### src/rtl/sd_bitmap_loader.sv
// Streams a run of consecutive SD blocks into the board RAM, unpacking each
// buffer byte into WORD_WIDTH-bit RAM words.
module sd_bitmap_loader #(
    parameter int unsigned ADDR_WIDTH     = 20,
    parameter int unsigned WORD_WIDTH     = 1,
    parameter int unsigned BLOCK_BYTES    = 512,
    parameter bit          LSB_FIRST      = 1'b1,
    parameter int unsigned TIMEOUT_CYCLES = 5_000_000
) (
    input  logic                           clk_spi,
    input  logic                           reset,
    input  logic                           start,
    input  logic                           abort,
    input  logic [31:0]                    first_block,
    input  logic [15:0]                    num_blocks,
    input  logic [ADDR_WIDTH-1:0]          base_addr,
    output logic [31:0]                    blk_id,
    output logic                           blk_execute,
    input  logic                           blk_done,
    output logic [$clog2(BLOCK_BYTES)-1:0] rd_byte_addr,
    input  logic [7:0]                     rd_byte_data,
    output logic [ADDR_WIDTH-1:0]          ram_addr,
    output logic [WORD_WIDTH-1:0]          ram_wdata,
    output logic                           ram_wren,
    output logic                           busy,
    output logic                           done,
    output logic                           error,
    output logic [15:0]                    blocks_loaded
);

    localparam int unsigned BA_W  = $clog2(BLOCK_BYTES);
    localparam int unsigned WPB   = 8 / WORD_WIDTH;
    localparam int unsigned SUB_W = (WPB > 1) ? $clog2(WPB) : 1;
    localparam int unsigned TMO_W = (TIMEOUT_CYCLES > 1) ? $clog2(TIMEOUT_CYCLES) : 1;

    localparam logic [BA_W-1:0]  LAST_BYTE = BA_W'(BLOCK_BYTES - 1);
    localparam logic [SUB_W-1:0] LAST_SUB  = SUB_W'(WPB - 1);
    localparam logic [TMO_W-1:0] TMO_LAST  = TMO_W'(TIMEOUT_CYCLES - 1);

    typedef enum logic [2:0] {IDLE, REQ, WAIT, FETCH, LATCH, WRITE, NEXT} state_t;

    state_t                state, state_nx;
    logic                  done_nx, error_nx;
    logic [15:0]           nb_q;
    logic [TMO_W-1:0]      tmo_cnt;
    logic [SUB_W-1:0]      sub_cnt;
    logic [7:0]            sh, src, sh_nx;
    logic [WORD_WIDTH-1:0] wslice;

    always_ff @(posedge clk_spi or posedge reset) begin
        if (reset) state <= IDLE;
        else       state <= state_nx;
    end

    // Next state plus the done/error pulses; abort overrides everything.
    always_comb begin
        state_nx = state;
        done_nx  = 1'b0;
        error_nx = 1'b0;
        case (state)
            IDLE: if (start) begin
                if (num_blocks == 16'd0) done_nx  = 1'b1;
                else                     state_nx = REQ;
            end
            REQ:  state_nx = WAIT;
            WAIT: if (blk_done) state_nx = FETCH;
                  else if (tmo_cnt == TMO_LAST) begin
                      error_nx = 1'b1;
                      state_nx = IDLE;
                  end
            FETCH: state_nx = LATCH;
            LATCH: state_nx = WRITE;
            WRITE: if (sub_cnt == LAST_SUB)
                       state_nx = (rd_byte_addr == LAST_BYTE) ? NEXT : FETCH;
            NEXT: if (blocks_loaded + 16'd1 == nb_q) begin
                      done_nx  = 1'b1;
                      state_nx = IDLE;
                  end else begin
                      state_nx = REQ;
                  end
            default: state_nx = IDLE;
        endcase
        if (abort && state != IDLE) begin
            state_nx = IDLE;
            done_nx  = 1'b0;
            error_nx = 1'b0;
        end
    end

    // Slice selection: the fresh byte in LATCH, the shifted remainder in WRITE.
    always_comb begin
        src = (state == LATCH) ? rd_byte_data : sh;
        if (LSB_FIRST) begin
            wslice = src[WORD_WIDTH-1:0];
            sh_nx  = src >> WORD_WIDTH;
        end else begin
            wslice = src[7:8-WORD_WIDTH];
            sh_nx  = src << WORD_WIDTH;
        end
    end

    always_ff @(posedge clk_spi or posedge reset) begin
        if (reset) begin
            blk_id        <= '0;
            blk_execute   <= 1'b0;
            rd_byte_addr  <= '0;
            ram_addr      <= '0;
            ram_wdata     <= '0;
            ram_wren      <= 1'b0;
            busy          <= 1'b0;
            done          <= 1'b0;
            error         <= 1'b0;
            blocks_loaded <= '0;
            nb_q          <= '0;
            tmo_cnt       <= '0;
            sub_cnt       <= '0;
            sh            <= '0;
        end else begin
            blk_execute <= (state_nx == REQ);
            busy        <= (state_nx != IDLE);
            ram_wren    <= (state_nx == WRITE);
            done        <= done_nx;
            error       <= error_nx;
            case (state)
                IDLE: if (start && num_blocks != 16'd0) begin
                    nb_q          <= num_blocks;
                    blocks_loaded <= '0;
                    ram_addr      <= base_addr;
                    blk_id        <= first_block;
                end
                REQ:  tmo_cnt <= '0;
                WAIT: begin
                    tmo_cnt <= tmo_cnt + TMO_W'(1);
                    if (blk_done) rd_byte_addr <= '0;
                end
                LATCH: begin
                    sub_cnt   <= '0;
                    ram_wdata <= wslice;
                    sh        <= sh_nx;
                end
                WRITE: begin
                    ram_addr  <= ram_addr + ADDR_WIDTH'(1);
                    sub_cnt   <= sub_cnt + SUB_W'(1);
                    ram_wdata <= wslice;
                    sh        <= sh_nx;
                    if (sub_cnt == LAST_SUB && rd_byte_addr != LAST_BYTE)
                        rd_byte_addr <= rd_byte_addr + BA_W'(1);
                end
                NEXT: if (!abort) begin
                    blocks_loaded <= blocks_loaded + 16'd1;
                    if (state_nx == REQ) blk_id <= blk_id + 32'd1;
                end
                default: ;
            endcase
        end
    end

endmodule
### config.mk
export PLATFORM = sky130hd
export DESIGN_NAME = sd_bitmap_loader
export DESIGN_NICKNAME = d
export VERILOG_FILES = /design/src/rtl/sd_bitmap_loader.sv
export SDC_FILE = /design/constraint.sdc
export NUM_CORES = 1
export LEC_CHECK = 0
export BUFFER_PORTS_ARGS = -buffer_cell sky130_fd_sc_hd__buf_2
export CAP_MARGIN = 20
export CORE_ASPECT_RATIO = 0.5
export CORE_MARGIN = 10
export CORE_UTILIZATION = 35
export DETAILED_ROUTE_END_ITERATION = 10
export PLACE_DENSITY = 0.52
export SETUP_SLACK_MARGIN = 0.02
export SLEW_MARGIN = 20
export SYNTH_ARGS = -nofsm -noshare
export SYNTH_HDL_FRONTEND = slang
export SYNTH_SLANG_ARGS = --single-unit
### constraint.sdc
create_clock -name clk_spi -period 6.95 [get_ports clk_spi]
set_clock_uncertainty 0.05 [all_clocks]
set_input_delay 0.695 -clock clk_spi [delete_from_list [all_inputs] [get_ports clk_spi]]
set_output_delay 0.695 -clock clk_spi [all_outputs]
set_load 0.1 [all_outputs]
* Word-level counts from Yosys, hierarchy flattened
Index checks and enable logic that the tools add are counted.
W data, S select, Z words.
** Cells by class
- $add $sub $neg :: 6
- Eq/ne operators :: 18
- Mux-type cells :: 33
- Reduce and logical (&&, ||, !) cells :: 19
** Operators by type and width (count)
- $mux W32 :: 3
- $pmux W32 S2 :: 1
- $pmux W23 S2 :: 1
- $pmux W20 S2 :: 1
- $add A32 B1 Y32 const B :: 1
- $mux W16 :: 2
- $pmux W16 S2 :: 1
- $add A23 B1 Y23 const B :: 1
- $eq A23 B23 Y1 const B :: 1
- $mux W3 :: 7
- $pmux W3 S7 :: 1
- $add A20 B1 Y20 const B :: 1
- $mux W20 :: 1
- $mux W9 :: 2
- $pmux W9 S2 :: 1
- $add A16 B1 Y16 const B :: 1
- $eq A16 B16 Y1 :: 1
- $logic_not A16 Y1 :: 1
- $reduce_bool A16 Y1 :: 1
- $eq A3 B3 Y1 const B :: 5
- $ne A2 B2 Y1 const B :: 5
- $reduce_bool A2 Y1 :: 5
- $add A9 B1 Y9 const B :: 1
- $eq A9 B9 Y1 const B :: 1
- other kinds (15) :: 30
** Storage, ports and cells
- Register bits after elaboration :: 135
- Output and inout port bits :: 83

* Depth between registers and ports, before layout
Gate-level depths: netlist (run 1).
- Depth in word-level cells :: 9
- Depth in mapped cells :: 12
- Gate-level depth less buffers :: 11

* Least setup slack after synthesis (run 1)
Ideal clock, no wire load.
- Path type :: reg2reg
- Start :: register blocks_loaded[0]
- End :: register blk_id[1]
- Setup time :: 127 ps
- Data arrival time :: 3357 ps
- Required time :: 6773 ps
- Setup slack :: 3417 ps
- Cell stages (with the launch flop) :: 12
- Cell sequence :: dfrtp_1 > ha_1 > and4_1 > buf_4 > and4_1 > buf_2 > o2111ai_2 > nor4_4 > o2111ai_4 > a21oi_4 > inv_2 > mux2_4
** On the way
- Word-level cells in the longest chain between the ends :: 8
** Ends and longest elaborated chain
- start: declaration :: RTL line 28 : output logic [15:0] blocks_loaded
- start signal: assignment :: RTL line 150 : blocks_loaded <= blocks_loaded + 16'd1;
- $add A16 B1 Y16 :: RTL line 75 : NEXT: if (blocks_loaded + 16'd1 == nb_q) begin
- $eq A16 B16 Y1 :: RTL line 75
- $mux W1 :: RTL line 75
- $pmux W3 S7 :: RTL line 60 : case (state)
- $mux W3 :: RTL line 83 : if (abort && state != IDLE) begin
- $eq A3 B1 Y1 :: RTL line 151 : if (state_nx == REQ) blk_id <= blk_id + 32'd1;
- $ne A2 B2 Y1 (no line)
- $reduce_and A4 Y1 (no line)
- end signal: assignment :: RTL line 129 : blk_id <= first_block;
- end signal: assignment :: RTL line 151
- end: declaration :: RTL line 17 : output logic [31:0] blk_id,
No other way between the ends.
A chain may end at the register's enable or synchronous reset.

* Worst setup path in the final report (run 1)
- Start :: register blocks_loaded[0]
- End :: register blk_id[10]
Same word-level chain as after synthesis.

==> qor.yml, run 1 <==
critical_path:
  critical_path.top_delay_family: "compound AO/OA/AOI/OAI gates"
  worstSetupPathType: "reg2reg"
  critPathMaxFanout: 18
  crit_required_ns: 7.22
  crit_slowest_cell: "a21oi_4"
  slowest_delay_ns: 0.61
  rr_worst_depth: 9
  cp.arrival_ns: 4.14
  critPathLaunchType: "flop"
  worstSetupEndpointType: "flop"
  path_cells: "ha_1, and4_1, and4_1, o2111ai_2, nor4_4, o2111ai_4, a21oi_4, inv_2, mux2_4"
  cpMostUsedCell: "and4_1"
  worstSetupPathDepth: 9
  crit_buf_inv: 1
yosys:
  syn_area_um2: 7910
  synthCells: 930
  ys_warn_count: 0
  ys_top_cells_by_count: "175 x nand2_1, 135 x dfrtp_1, 81 x o21ai_0"
  syn-num-nets: 1019
  synth_top_area_share_pct: 42.7
  synth-seq-cells: 135
  yosys.area.top_type: "dfrtp_1"
  yosysMostFrequentCell: "nand2_1"
  seq_area_frac_synth_pct: 42.7
  synth-edff-count: 0
  synthTopCellsByArea: "dfrtp_1 43%, nand2_1 8.3%, o21ai_0 5.1%"
  syn_avg_cell_area_um2: 8.51
  synth_top_flop_cell: "dfrtp_1"
  yosysUniqueCellTypes: 75
  async_reset_ff_share_pct: 100
placed_design:
  hpwl_mm: 18.3
  dp.cells: 1346
  post-place-ws_ns: 3.08
  placed_area_um2: 8940
  io_buffers: 163
  gp_congestion: 0.863
sta:
  fin_crit_sh_pct: 55.7
  fin_crit_ns: 3.87
  hold_viol: 0
  finalSetupTns_ns: 0
  rsz0062_at_grt: "no"
  slew_headroom_pct: 28.3
  worst_pin_slew_ns: 1.07
  max_freq_ghz: 0.258
  setup_viol: 0
  hold-worst-slack_ns: 0.322
  worst_slack_ns: 3.08
  slew_viol_final: 0
cts:
  clk_path_buf_depth: 2
  cts_setup_buffers: 0
  clk_pin_slew_worst_paths_ns: 0.06
  cts.sinks: 135
  clk_latency_ns: 0.44
  cts_tree: "done"
  htreeDepth: 4
  ctsResizeCount: 0
  clock-root-buffer: "clkbuf_16"
  cts_buffers: 17
  hold_buffers: 0
cells_and_area:
  final_area_um2: 9580
  nets: 1154
  area_growth_pct: 21.1
  drive_above_1_share_pct: 21.1
  n_fill_cell: 2196
  fin_cells: 1381
pwr:
  vdd_drop_max_mv: 0.331
  p_leak_uw: 0.00418
  powerDensity_nw_per_um2: 484
die:
  initial_core_util_pct: 36.1
  rows: 38
  die_w_um: 233
  die_area_um2: 29400
  fp.dieH_um: 126
  core_area_um2: 21900
  ioPinCount: 164
global_routing:
  grt_pass1_vias: 7477
  antenna_found_initial: 3
  grt_use_total_pct: 17.1
  grt_max_degree: 72
  grt_pass1_wl_mm: 40.7
  overflow: 0
routing:
  wl_per_cell_um: 18.5
  dr.pass1.iters: 5
  dr.first_iter.drc_count: 681
  antenna_left: 0
  drt_wl_total_mm: 25.5
  drcViolationCount: 0
  vias_per_cell: 5.55
  vias: 7665
outcome:
  outcome: "finished, final reports clean"
flow_run:
  cap_violations: 0
min_path:
  hp-class: "in2async"
## registers in the layout, summed over array words and instances (netlist names)
register and cells:
ram_addr 20, blk_execute 1, busy 1, done 1, blocks_loaded 16, sub_cnt 3
ram_wren 1, sh 7, nb_q 16, ram_wdata 1, blk_id 32, tmo_cnt 23
rd_byte_addr 9, state 3, error 1
## power breakdown
group | internal, uW | total [uW] | switching [uW]
sequential | 1030 | 1340 | 308
combinational | 490 | 2320 | 1830
clock | 618 | 981 | 364
total | 2140 | 4640 | 2500
## final cells by class
type | instances | area (um2) | share of cell area (%)
clock inverters | 12 | 175 | 1.83
well taps | 300 | 375 | 3.92
repair buffers | 171 | 876 | 9.14
multi-input cells | 720 | 4230 | 44.2
clock buffers | 20 | 457 | 4.77
flip-flops and latches | 135 | 3380 | 35.3
inverters | 20 | 80.1 | 0.836
diodes | 3 | 7.51 | 0.0783
## worst paths after layout
path                                   from               end  slack, ns
setup reg to reg           blocks_loaded[0]        blk_id[10]       3.08
setup / recovery           blocks_loaded[0]        blk_id[10]       3.08
max in group asynchronous             reset  blocks_loaded[1]       5.19
hold reg to reg                  sub_cnt[1]        sub_cnt[1]       0.42
hold / removal                        reset        tmo_cnt[1]       0.32
min in group clk_spi             sub_cnt[1]        sub_cnt[1]       0.42
## logic make-up after synthesis
logic type / after synthesis / share of synthesized area, %
AO/OA/AOI/OAI: 234 / 20.0
adder cells (fa/ha/maj): 8 / 1.27
buffers and inverters: 75 / 4.05
multiplexers: 13 / 1.77
flip-flops: 135 / 42.7
AND/OR/NAND/NOR: 438 / 27.3
XOR/XNOR: 27 / 2.99
## per-layer routing
metal	vias up	wire, um	GRT usage [%]
li1	3691	-	-
met1	3746	11000	21.1
met2	193	12800	28.8
met3	35	1190	3.81
met4	0	498	6.83
met5	-	0	0
## stage by stage
step | power, uW | util, %
2_1_floorplan | 3180 | -
3_3_place_gp | 3660 | 40.8
3_5_place_dp | 3680 | 40.8
4_1_cts | 4670 | 43.7
5_1_grt | 4880 | 43.7
6_report | 4640 | 43.7
## cells in the final DEF, fill, tap and decap left out, types with 13 or more instances in the layout
master	n
nand2_1	175
buf_2	163
dfrtp_1	135
o21ai_0	81
nor2_1	66
nand3_1	40
a21oi_1	34
nor3_1	28
nand4_1	25
and3_1	22
a31oi_1	21
inv_1	17
nor4_1	17
clkbuf_16	17
xnor2_1	15
o32a_1	14
o22ai_1	13
(Power assumes the default switching activity.)
==> run 2, diff against run 1 <==
- PLACE_DENSITY: 0.52 -> 0.54
- clock period: 6.95 -> 3.3 ns (I/O delays scaled with it)
==> run 2 against run 1 <==
Non-clock buffer count is 13 higher; final cell count increased by 0.80%; total power increased by 110%; clock power increased by 120%; via count grew 0.59%; clock-buffer cell count is the same; fmax rose by 25%; sequential share of layout area down 0.41 points.
==> qor.yml, run 2 (synthesized netlist as in run 1, its figures left out) <==
routing:
  top_layer_used: "met4"
  dr.pass1.iters: 5
  vias_per_cell: 5.54
  drt-met1-wl_mm: 11.3
  wl_per_cell_um: 18.6
  vias: 7710
  wl_met2_mm: 13.0
  antenna_left: 0
  drt_wl_total_mm: 26.0
  dr.first_iter.drc_count: 641
  dr_wl_met3_mm: 1.14
  drcViolationCount: 0
sta:
  worst_pin_slew_ns: 0.977
  max_freq_ghz: 0.322
  slew_viol_final: 0
  finalSetupTns_ns: 0
  rsz0062_at_grt: "no"
  hold_viol: 0
  fin_crit_ns: 3.11
  fin_crit_sh_pct: 94.1
  slew_headroom_pct: 34.9
  setup_viol: 0
global_routing:
  overflow: 0
  grt_pass1_vias: 7584
  grt_pass1_wl_mm: 41.3
  grt_use_total_pct: 17.3
  grt_max_degree: 58
  antenna_found_initial: 1
pwr:
  p_leak_uw: 0.00426
  powerDensity_nw_per_um2: 1020
  vdd_drop_max_mv: 0.657
critical_path:
  rrSetupSlack_ns: 0.19
  cp.arrival_ns: 3.37
  critPathMaxFanout: 19
  worstSetupPathType: "reg2reg"
  critPathLaunchType: "flop"
  crit_required_ns: 3.56
  worstSetupEndpointType: "flop"
  r2r_start: "blocks_loaded[0]"
  rr_worst_depth: 9
  reg2reg_to: "busy"
flow_run:
  cap_violations: 0
cells_and_area:
  top_register: "blk_id"
  mostFrequentLayoutCells: "175 x nand2_1, 163 x buf_2, 130 x dfrtp_1"
  nets: 1167
  drive_above_1_share_pct: 22.5
  largest_reg_flops: 32
  largestRegisters: "blk_id: 32 flops, tmo_cnt: 23 flops, ram_addr: 20 flops"
  layout_commonest_cell: "nand2_1"
  area_growth_pct: 22.8
  final_area_um2: 9710
placed_design:
  hpwl_mm: 18.9
  gp_congestion: 0.874
  placed_area_um2: 9060
  io_buffers: 163
cts:
  hold_buffers: 0
  cts_buffers: 17
  htreeDepth: 4
  clk_latency_ns: 0.43
  clock-root-buffer: "clkbuf_16"
  cts_setup_buffers: 0
  cts.sinks: 135
  cts_tree: "done"
  clk_pin_slew_worst_paths_ns: 0.06
  ctsResizeCount: 0
  clk_path_buf_depth: 2
outcome:
  outcome: "finished, final reports clean"
die:
  initial_core_util_pct: 36.1
  die_w_um: 233
  rows: 38
  ioPinCount: 164
  die_area_um2: 29400
  core_area_um2: 21900
  fp.dieH_um: 126
min_path:
  hp-class: "in2async"
==> run 2: cell types whose count changed in the layout (fill, tap and decap cells not counted), moves of 2 or more <==
cell / before / now
dfrtp_2: 0 / 5
buf_4: 8 / 19
dfrtp_1: 135 / 130
buf_12: 0 / 2
diode_2: 3 / 1
==> run 2: cell type report <==
type / count / area, um2
Timing Repair Buffer: 184 / 998
Fill cell: 2215 / 12200
Tap cell: 300 / 375
Clock inverter: 12 / 199
Inverter: 20 / 78.8
Antenna cell: 1 / 2.50
Multi-Input combinational cell: 720 / 4230
Clock buffer: 20 / 447
Sequential cell: 135 / 3380
==> run 2: report_power, final <==
part           internal [uW]  switching, uW  leakage (uW)
registers               2170            607       0.00169
logic                   1050           3910       0.00225
clock network           1360            758      0.000314
==> run 2: how the worst max path moves through the flow <==
stage                                start   endpoint  slack [ns]  cells after the start
after floorplan           blocks_loaded[2]  blk_id[1]        0.03                      8
after global placement    blocks_loaded[0]       busy        0.24                      9
after detailed placement  blocks_loaded[0]       busy        0.17                      9
after CTS                 blocks_loaded[0]       busy        0.15                      9
after global routing      blocks_loaded[0]       busy        0.04                      9
final                     blocks_loaded[0]       busy        0.19                      9
==> run 2: metrics by stage <==
stage	total power, uW	setup WS, ns	util (%)	hold slack (ns)	instances
final	9860	0.195	44.3	0.0330	1392
after global routing	10300	0.0395	44.3	0.0612	1392
after CTS	9930	0.152	44.3	0.0488	1391
after detailed placement	7790	0.167	41.4	0.412	1359
after global placement	7730	0.239	41.4	0.405	1359
after floorplan	6690	0.0256	-	0.385	930
==> run 2: routing by layer <==
metal  GRT usage, %  vias to the layer above
li1               -                     3723
met1           21.6                     3754
met2           29.3                      197
met3           3.45                       36
met4           6.26                        0
met5              0                        -
==> run 2: worst max-delay path: stages, from the launching register on <==
cell and delay, ns:
dfrtp_2 0.44, ha_1 0.26, and4_2 0.36, and4_1 0.38
o2111ai_2 0.20, nor4_4 0.32, o2111a_1 0.24, buf_4 0.25
o21ai_1 0.11, or3_1 0.36
==> run 3, diff against run 2 <==
- CORE_MARGIN: 10 -> unset
- CORE_UTILIZATION: 35 -> 50
- PLACE_DENSITY: 0.54 -> 0.74
==> run 3 against run 2 <==
The flow now finishes with violations (DRC); die area is 44% lower; global-route usage is 11 points higher; hold slack better by 0.0062 ns; total power is 2.3% lower; utilization is 18 points higher; critical endpoint is now blk_id[13].
==> qor.yml, run 3 (synthesized netlist as in run 1, its figures left out) <==
outcome:
  outcome: "finished with violations"
  violations: "DRC"
placed_design:
  io_buffers: 163
  hpwl_mm: 15.5
  post-place-ws_ns: 0.107
  gp_congestion: 0.919
cells_and_area:
  n_fill_cell: 1334
  largest_reg_flops: 32
  drive_above_1_share_pct: 22.7
  largestRegisters: "blk_id: 32 flops, tmo_cnt: 23 flops, ram_addr: 20 flops"
  mostFrequentLayoutCells: "175 x nand2_1, 163 x buf_2, 130 x dfrtp_1"
  nets: 1168
  top_register: "blk_id"
  n_antenna_cell: 0
  area_growth_pct: 20.4
  layout_commonest_cell: "nand2_1"
die:
  initial_core_util_pct: 51.3
  die_w_um: 180
  core_area_um2: 15400
  die_area_um2: 16400
  ioPinCount: 164
  fp.dieH_um: 91.0
  rows: 32
critical_path:
  critical_path.top_delay_family: "simple AND/OR/NAND/NOR gates"
  worstSetupPathType: "reg2reg"
  cpMostUsedCell: "and4_1"
  cp.arrival_ns: 3.35
  critPathLaunchType: "flop"
  crit_slowest_cell: "dfrtp_2"
  slowest_delay_ns: 0.45
  crit_buf_inv: 1
  path_cells: "ha_1, and4_1, and4_1, o2111ai_2, nor4_4, o2111a_2, buf_4, nor4_1, o32a_1"
  crit_required_ns: 3.56
  worstSetupEndpointType: "flop"
  critPathMaxFanout: 11
sta:
  fin_crit_sh_pct: 93.8
  slew_viol_final: 0
  finalSetupTns_ns: 0
  fin_crit_ns: 3.10
  worst_pin_slew_ns: 0.924
  rsz0062_at_grt: "no"
  slew_headroom_pct: 38.4
  max_freq_ghz: 0.323
  setup_viol: 0
  hold_viol: 0
  worst_slack_ns: 0.204
global_routing:
  grt_use_total_pct: 28.6
  antenna_found_initial: 1
  grt_pass1_wl_mm: 37.6
  grt_pass1_vias: 7428
  overflow: 0
  grt_max_degree: 136
cts:
  cts_buffers: 17
  htreeDepth: 4
  clock-root-buffer: "clkbuf_16"
  clk_path_buf_depth: 2
  clk_pin_slew_worst_paths_ns: 0.06
  cts.sinks: 135
  clk_latency_ns: 0.42
  cts_tree: "done"
  cts_setup_buffers: 0
routing:
  dr.pass1.iters: 8
  drt_wl_total_mm: 22.8
  drcViolationCount: 4
  vias: 7832
  wl_per_cell_um: 17.6
  dr.first_iter.drc_count: 672
  antenna_left: 0
  vias_per_cell: 6.04
flow_run:
  cap_violations: 0
pwr:
  vdd_drop_max_mv: 0.747
  powerDensity_nw_per_um2: 1010
  p_leak_uw: 0.00421
min_path:
  hp-class: "in2async"
run 3: changes by cell type in the layout (fill, tap and decap cells not counted), moves of 2 or more:
cell / previous run / this run
buf_4: 19 / 21
clkinvlp_4: 2 / 6
bufinv_16: 5 / 2
clkbuf_1: 2 / 0
run 3: timing repair:
item | 4_1_cts | 5_1_grt
setup endpoints to repair | 0 | 10
endpoints found under the hold margin | 0 | 0
resized for setup | 0 | 1
hold buffers | 0 | 0
run 3: layout make-up:
class                           instances  area [um2]  area share [%]
Tap cell                              204         255            2.68
Sequential cell                       135        3380            35.5
Clock inverter                         14         151            1.59
Inverter                               20        78.8           0.827
Multi-Input combinational cell        720        4230            44.4
Timing Repair Buffer                  185         993            10.4
Clock buffer                           18         439            4.61
run 3: report_power, final:
| part | internal (uW) | leakage (uW) | switching (uW) | total (uW) |
|---|---|---|---|---|
| logic | 1060 | 0.00225 | 3860 | 4920 |
| clock network | 1140 | 0.000275 | 791 | 1930 |
| registers | 2170 | 0.00169 | 620 | 2790 |
| total | 4370 | 0.00421 | 5270 | 9640 |
run 3: worst paths after layout:
path	start	depth (start not counted)	slack (ns)	endpoint
worst min register to register	ram_wdata	2	0.43	ram_wdata
max in group asynchronous	reset	3	2.52	blocks_loaded[8]
min in group clk_spi	num_blocks[8]	3	0.06	nb_q[8]
worst max-delay path	blocks_loaded[0]	9	0.20	blk_id[13]
worst max register to register	blocks_loaded[0]	9	0.20	blk_id[13]
worst min-delay path	reset	3	0.04	rd_byte_addr[4]
run 3: per-layer routing:
metal | up-vias | track usage [%] | wire length [um] | share of wire (%)
met5 | - | 0 | 11 | 0.048
met4 | 2 | 10.9 | 501 | 2.2
met3 | 45 | 4.77 | 1120 | 4.9
met2 | 236 | 48.2 | 11100 | 49
met1 | 3841 | 37.2 | 10000 | 44
li1 | 3708 | - | - | -
run 3: per-stage QoR:
stage	hold slack (ns)	area, um2	std cells	power (uW)	utilization, %
final	0.0391	9530	1296	9640	61.8
after detailed placement	0.411	8940	1264	7700	58.0
after global routing	0.0739	9530	1296	10100	61.8
after CTS	0.0544	9530	1296	9650	61.8
after global placement	0.405	8940	1264	7620	58.0
after floorplan	0.385	7920	930	6690	-
run 3: tightest hold or removal path, cell delays in order:
cell and delay, ns:
buf_2 0.11, clkinvlp_4 0.07, buf_12 0.49
